## src/rtl/seg7_pkg.sv

```systemverilog
// Shared constants for the 7-segment scan driver: active-low segment codes,
// BCD digit width and an index-width helper.
package seg7_pkg;

    localparam int BCD_W = 4;

    typedef logic [6:0] seg_t;

    localparam seg_t SEG_BLANK = 7'b1111111;
    localparam seg_t SEG_DASH  = 7'b1111110;
    localparam seg_t SEG_0     = 7'b0000001;
    localparam seg_t SEG_1     = 7'b1001111;
    localparam seg_t SEG_2     = 7'b0010010;
    localparam seg_t SEG_3     = 7'b0000110;
    localparam seg_t SEG_4     = 7'b1001100;
    localparam seg_t SEG_5     = 7'b0100100;
    localparam seg_t SEG_6     = 7'b0100000;
    localparam seg_t SEG_7     = 7'b0001111;
    localparam seg_t SEG_8     = 7'b0000000;
    localparam seg_t SEG_9     = 7'b0000100;

    // Width needed to hold 0..n-1, never less than one bit.
    function automatic int idx_width(input int n);
        return (n > 1) ? $clog2(n) : 1;
    endfunction

endpackage

```

## src/rtl/seg7_bcd_decode.sv

```systemverilog
// Combinational BCD to active-low {a,b,c,d,e,f,g} decoder; codes 10-15 show a dash.
module seg7_bcd_decode
    import seg7_pkg::*;
(
    input  logic [BCD_W-1:0] bcd,
    output seg_t             seg
);

    always_comb begin
        seg = SEG_DASH;
        case (bcd)
            4'd0:    seg = SEG_0;
            4'd1:    seg = SEG_1;
            4'd2:    seg = SEG_2;
            4'd3:    seg = SEG_3;
            4'd4:    seg = SEG_4;
            4'd5:    seg = SEG_5;
            4'd6:    seg = SEG_6;
            4'd7:    seg = SEG_7;
            4'd8:    seg = SEG_8;
            4'd9:    seg = SEG_9;
            default: seg = SEG_DASH;
        endcase
    end

endmodule

```

## src/rtl/seg7_scan_driver.sv

```systemverilog
// Time-multiplexed common-anode 7-segment driver with tear-free frame latching
// and leading-zero blanking. Define SEG7_BLINK_EN to add per-digit blinking.
module seg7_scan_driver
    import seg7_pkg::*;
#(
    parameter int NUM_DIGITS   = 3,
    parameter int SCAN_DIV     = 1000
`ifdef SEG7_BLINK_EN
    ,
    parameter int BLINK_FRAMES = 64
`endif
) (
    input  logic                        clk,
    input  logic                        reset,
    input  logic                        enable,
    input  logic [BCD_W*NUM_DIGITS-1:0] digits,
    input  logic                        load,
    input  logic                        lzb,
`ifdef SEG7_BLINK_EN
    input  logic [NUM_DIGITS-1:0]       blink_mask,
`endif
    output logic [6:0]                  seg,
    output logic [NUM_DIGITS-1:0]       an,
    output logic                        frame_done
);

    localparam int IDX_W = idx_width(NUM_DIGITS);
    localparam int CNT_W = idx_width(SCAN_DIV);
    localparam int DW    = BCD_W * NUM_DIGITS;

    logic [CNT_W-1:0]      scan_cnt_q, scan_cnt_d;
    logic [IDX_W-1:0]      idx_q, idx_d;
    logic [DW-1:0]         pending_q, pending_d;
    logic [DW-1:0]         shadow_q, shadow_d;
    logic                  pend_vld_q, pend_vld_d;
    logic [6:0]            seg_q, seg_d;
    logic [NUM_DIGITS-1:0] an_q, an_d;
    logic                  frame_done_q, frame_done_d;

    logic                  slot_end;
    logic                  boundary;
    logic [BCD_W-1:0]      cur_digit;
    seg_t                  cur_seg;
    logic                  lead_zero;
    logic                  blink_off;
    logic [NUM_DIGITS:0]   upper_zero;

    always_comb begin
        slot_end   = enable && (scan_cnt_q == CNT_W'(SCAN_DIV - 1));
        boundary   = slot_end && (idx_q == IDX_W'(NUM_DIGITS - 1));
        scan_cnt_d = scan_cnt_q;
        idx_d      = idx_q;
        if (enable) begin
            if (slot_end) begin
                scan_cnt_d = '0;
                idx_d      = boundary ? '0 : idx_q + IDX_W'(1);
            end else begin
                scan_cnt_d = scan_cnt_q + CNT_W'(1);
            end
        end
    end

    // A load coinciding with the boundary goes straight to the shadow so the
    // new value is never held back a whole frame.
    always_comb begin
        pending_d  = load ? digits : pending_q;
        shadow_d   = shadow_q;
        pend_vld_d = pend_vld_q;
        if (boundary) begin
            pend_vld_d = 1'b0;
            if (load) begin
                shadow_d = digits;
            end else if (pend_vld_q) begin
                shadow_d = pending_q;
            end
        end else if (load) begin
            pend_vld_d = 1'b1;
        end
    end

`ifdef SEG7_BLINK_EN
    localparam int BF_W = idx_width(BLINK_FRAMES);

    logic [BF_W-1:0] blink_cnt_q, blink_cnt_d;
    logic            phase_q, phase_d;

    always_comb begin
        blink_cnt_d = blink_cnt_q;
        phase_d     = phase_q;
        if (boundary) begin
            if (blink_cnt_q == BF_W'(BLINK_FRAMES - 1)) begin
                blink_cnt_d = '0;
                phase_d     = ~phase_q;
            end else begin
                blink_cnt_d = blink_cnt_q + BF_W'(1);
            end
        end
    end

    always_ff @(posedge clk or posedge reset) begin
        if (reset) begin
            blink_cnt_q <= '0;
            phase_q     <= 1'b0;
        end else begin
            blink_cnt_q <= blink_cnt_d;
            phase_q     <= phase_d;
        end
    end
`endif

    // upper_zero[i] is set when digit i and every digit above it are zero.
    always_comb begin
        upper_zero[NUM_DIGITS] = 1'b1;
        for (int i = NUM_DIGITS - 1; i >= 0; i--) begin
            upper_zero[i] = upper_zero[i+1] && (shadow_q[BCD_W*i +: BCD_W] == '0);
        end
        cur_digit = '0;
        lead_zero = 1'b0;
        blink_off = 1'b0;
        an_d      = '1;
        for (int i = 0; i < NUM_DIGITS; i++) begin
            if (idx_q == IDX_W'(i)) begin
                cur_digit = shadow_q[BCD_W*i +: BCD_W];
                lead_zero = lzb && (i != 0) && upper_zero[i];
`ifdef SEG7_BLINK_EN
                blink_off = phase_q && blink_mask[i];
`endif
                an_d[i]   = ~enable;
            end
        end
        seg_d        = SEG_BLANK;
        if (enable && !lead_zero && !blink_off) begin
            seg_d = cur_seg;
        end
        frame_done_d = boundary;
    end

    seg7_bcd_decode u_decode (
        .bcd (cur_digit),
        .seg (cur_seg)
    );

    always_ff @(posedge clk or posedge reset) begin
        if (reset) begin
            scan_cnt_q   <= '0;
            idx_q        <= '0;
            pending_q    <= '0;
            shadow_q     <= '0;
            pend_vld_q   <= 1'b0;
            seg_q        <= SEG_BLANK;
            an_q         <= '1;
            frame_done_q <= 1'b0;
        end else begin
            scan_cnt_q   <= scan_cnt_d;
            idx_q        <= idx_d;
            pending_q    <= pending_d;
            shadow_q     <= shadow_d;
            pend_vld_q   <= pend_vld_d;
            seg_q        <= seg_d;
            an_q         <= an_d;
            frame_done_q <= frame_done_d;
        end
    end

    assign seg        = seg_q;
    assign an         = an_q;
    assign frame_done = frame_done_q;

endmodule
```

## config.mk

```make
export PLATFORM = sky130hd
export DESIGN_NAME = seg7_scan_driver
export DESIGN_NICKNAME = d
export VERILOG_FILES = /design/src/rtl/seg7_pkg.sv /design/src/rtl/seg7_bcd_decode.sv /design/src/rtl/seg7_scan_driver.sv
export SDC_FILE = /design/constraint.sdc
export NUM_CORES = 1
export LEC_CHECK = 0
export ABC_CLOCK_PERIOD_IN_PS = 2700
export BUFFER_PORTS_ARGS = -buffer_cell sky130_fd_sc_hd__buf_2
export CAP_MARGIN = 20
export CORE_UTILIZATION = 45
export CTS_CLUSTER_SIZE = 8
export DETAILED_ROUTE_END_ITERATION = 16
export PLACE_DENSITY = 0.63
export SLEW_MARGIN = 20
export SYNTH_ARGS = -nofsm -noshare
export SYNTH_HDL_FRONTEND = slang
export SYNTH_SLANG_ARGS = --single-unit
```

## constraint.sdc

```tcl
create_clock -name clk -period 2.7 [get_ports clk]
set_clock_uncertainty 0.2 [all_clocks]
set_input_delay 0.54 -clock clk [delete_from_list [all_inputs] [get_ports clk]]
set_output_delay 0.54 -clock clk [all_outputs]
set_load 0.005 [all_outputs]
```

==> impl_metrics.py <==
metrics = {
    "run_status": {
        "status": "complete, no violations",
    },
    "critical_path": {
        "crit_slowest_cell": "or3b_4",
        "cp.required_ns": 2.68,
        "cp.arrival_ns": 2.26,
        "critPathCaptureType": "flop",
        "slowest_delay_ns": 0.53,
        "setup.worst_path.class": "flop to flop",
        "critPathMaxFanout": 12,
        "path_cells": "or3b_4 -> nor3_4 -> or3b_4 -> mux2_4",
        "critPathLaunchType": "flop",
        "path_common_cell": "or3b_4",
    },
    "routing": {
        "ant_nets": 0,
        "dr_total_vias": 1347,
        "via_per_inst": 5.04,
        "drt-pass1-iter-count": 5,
        "drt-total-wl_mm": 3.65,
        "wl_per_cell_um": 13.7,
        "drt_iter0_markers": 37,
        "drc": 0,
    },
    "grt": {
        "grt_max_degree": 49,
        "overflow": 0,
        "grtUsageTotal_pct": 15.4,
        "antenna_found_initial": 0,
        "grt_pass1_wl_mm": 6.09,
        "grt_pass1_vias": 1332,
    },
    "sta": {
        "hold_violations": 0,
        "max_freq_mhz": 440,
        "tns_ns": 0,
        "fin_crit_ns": 2.27,
        "slew_headroom_pct": 52.2,
        "tightestPinTransition_ns": 0.717,
        "rsz0062_at_grt": "false",
        "post-route-period-util_pct": 84.2,
        "maxSlewViolCount": 0,
        "setup_violations": 0,
        "holdWs_ns": 0.176,
    },
    "power_and_ir_drop": {
        "p_sw_mw": 0.359,
        "p_clk_share_pct": 30.9,
        "switching_share_pct": 25.1,
        "power_frac_comb_pct": 11.1,
        "p_leak_nw": 1.15,
        "p_int_mw": 1.07,
        "ir_worst_vdd_uv": 294,
        "seqPwrFrac_pct": 58.1,
        "power_density_mw_per_mm2": 571,
    },
    "die": {
        "ios": 28,
        "die_x_um": 72.1,
        "initial_core_util_pct": 46.8,
        "die-area_mm2": 0.00520,
        "rows": 25,
        "core_area_mm2": 0.00472,
        "fp.dieH_um": 72.1,
    },
    "layout": {
        "nNetsFinal": 223,
        "drive_above_1_share_pct": 39.0,
        "area_delta_synth_final_pct": 13.4,
        "diodes": 0,
        "final_area_mm2": 0.00251,
        "utilization_pct": 53.1,
        "final_cells": 267,
    },
    "yosys": {
        "ys_warn_count": 0,
        "post-synth-top-area-cell": "dfrtp_1",
        "synth.avg_cell_area_um2": 13.1,
        "synth_top_family_by_area": "multiplexers",
        "syn_area_mm2": 0.00221,
        "synth_fp_nets": 193,
        "synth_ff_type": "dfrtp_1",
        "synth.mux.area_fraction_pct": 19.5,
        "synthAdderAreaFrac_pct": 3.96,
        "yosys.area_share.simple_pct": 10.6,
        "ys_top_cells_by_count": "dfrtp_1, mux2_2, nor2_1",
        "ys_ff_latch": 48,
        "synth_cells": 169,
        "yosysMostFrequentCell": "dfrtp_1",
        "synthTopCellsByArea": "dfrtp_1, dfstp_2, mux2_2",
        "yosysUniqueCellTypes": 34,
        "synth_top_area_share_pct": 43.0,
        "synthXorXnorAreaFrac_pct": 2.77,
        "async_flop_share_pct": 100,
        "yosysSeqAreaShare_pct": 54.9,
        "synth_compound_area_share_pct": 5.77,
        "synth_edf_count": 0,
    },
    "clock_tree": {
        "cts.path.max_buffers": 2,
        "clock_latency_ns": 0.30,
        "h-tree-depth": 2,
        "cts_buffers": 5,
        "cts_tree": "built",
        "cts.clk_slew.worst_paths_ns": 0.09,
        "root_buffer": "clkbuf_8",
        "ctsResizeCount": 0,
        "ctsHoldBuffers": 0,
        "postCtsSetupRepairBufs": 0,
        "clock_sinks": 48,
    },
    "placed_design": {
        "gp_congestion": 0.814,
        "port_buffers": 27,
        "dpl.hpwl_mm": 2.75,
        "place_inst": 259,
        "place_area_mm2": 0.00241,
    },
    "worst_hold_path": {
        "hold_class": "primary input to asynchronous set/reset pin",
    },
    "job": {
        "drv_cap": 0,
    },
}
logic make-up (layout without fill, tap and decap cells):
logic type               after synthesis  after routing
AO/OA/AOI/OAI                         17             17
XOR/XNOR                               7              7
adder cells (fa/ha/maj)                7              7
buffers and inverters                 12             43
flip-flops                            48             48
multiplexers                          36             36
AND/OR/NAND/NOR                       42             42
through the flow:
stage,power [mW],setup WS [ns]
detailed placement,1.01,0.441
finish,1.43,0.426
floorplan,0.953,0.525
global placement,0.995,0.497
global route,1.50,0.309
CTS,1.45,0.422
sequential cells by signal, indices dropped and copies added, names as in the netlist:
name,cells
an,3
frame_done,1
idx_q,2
pend_vld_q,1
pending_q,12
scan_cnt_q,10
seg,7
shadow_q,12
power by group through the flow:
stage / registers, mW / logic (mW) / clock network, mW
finish: 0.831 / 0.159 / 0.442
global route: 0.841 / 0.178 / 0.478
CTS: 0.832 / 0.162 / 0.452
detailed placement: 0.846 / 0.162 / 0
global placement: 0.840 / 0.154 / 0
floorplan: 0.834 / 0.119 / 0
layout make-up:
type	count	area (µm²)
clock buffers	7	86.3
clock inverters	1	7.51
inverters	6	22.5
flip-flops and latches	48	1210
fillers	415	2220
well taps	67	83.8
multi-input cells	109	943
repair buffers	29	150
per-layer routing:
| metal | GRT usage, % | part of all wire (%) |
|---|---|---|
| met5 | 0 | 0 |
| met2 | 26.8 | 51 |
| met3 | 2.92 | 2.9 |
| met4 | 6.97 | 1.3 |
| met1 | 18.5 | 44 |
placed cells by master (no fill, tap or decap), types with 3 or more instances in the layout:
cell type,count
xnor2_1,7
nor2b_1,3
o211ai_1,3
buf_2,27
mux2i_1,9
mux2_4,10
nand4_1,4
mux2_2,17
inv_1,5
ha_1,7
clkbuf_8,6
o21ai_0,3
o2bb2ai_1,5
dfrtp_1,38
dfstp_2,10
nand2_1,9
nor2_1,12
final timing paths:
path | start | endpoint | slack, ns | cells past startpoint
hold / removal | reset | scan_cnt_q[7]$_DFFE_PP0P_ | 0.18 | 3
setup / recovery | scan_cnt_q[3]$_DFFE_PP0P_ | shadow_q[7]$_DFFE_PP0P_ | 0.43 | 4
max in group asynchronous | reset | shadow_q[4]$_DFFE_PP0P_ | 1.72 | 3
setup reg to reg | scan_cnt_q[3]$_DFFE_PP0P_ | shadow_q[7]$_DFFE_PP0P_ | 0.43 | 4
hold reg to reg | scan_cnt_q[4]$_DFFE_PP0P_ | scan_cnt_q[4]$_DFFE_PP0P_ | 0.30 | 1
min in group clk | digits[10] | pending_q[10]$_DFFE_PP0P_ | 0.29 | 2
worst max-delay path, delay by kind of cell (launching register included):
kind / cells / cell delay, ns
flip-flops: 1 / 0.43
multiplexers: 1 / 0.33
AND/OR/NAND/NOR: 3 / 1.19
Note: power is estimated with default switching activity, not from simulation.
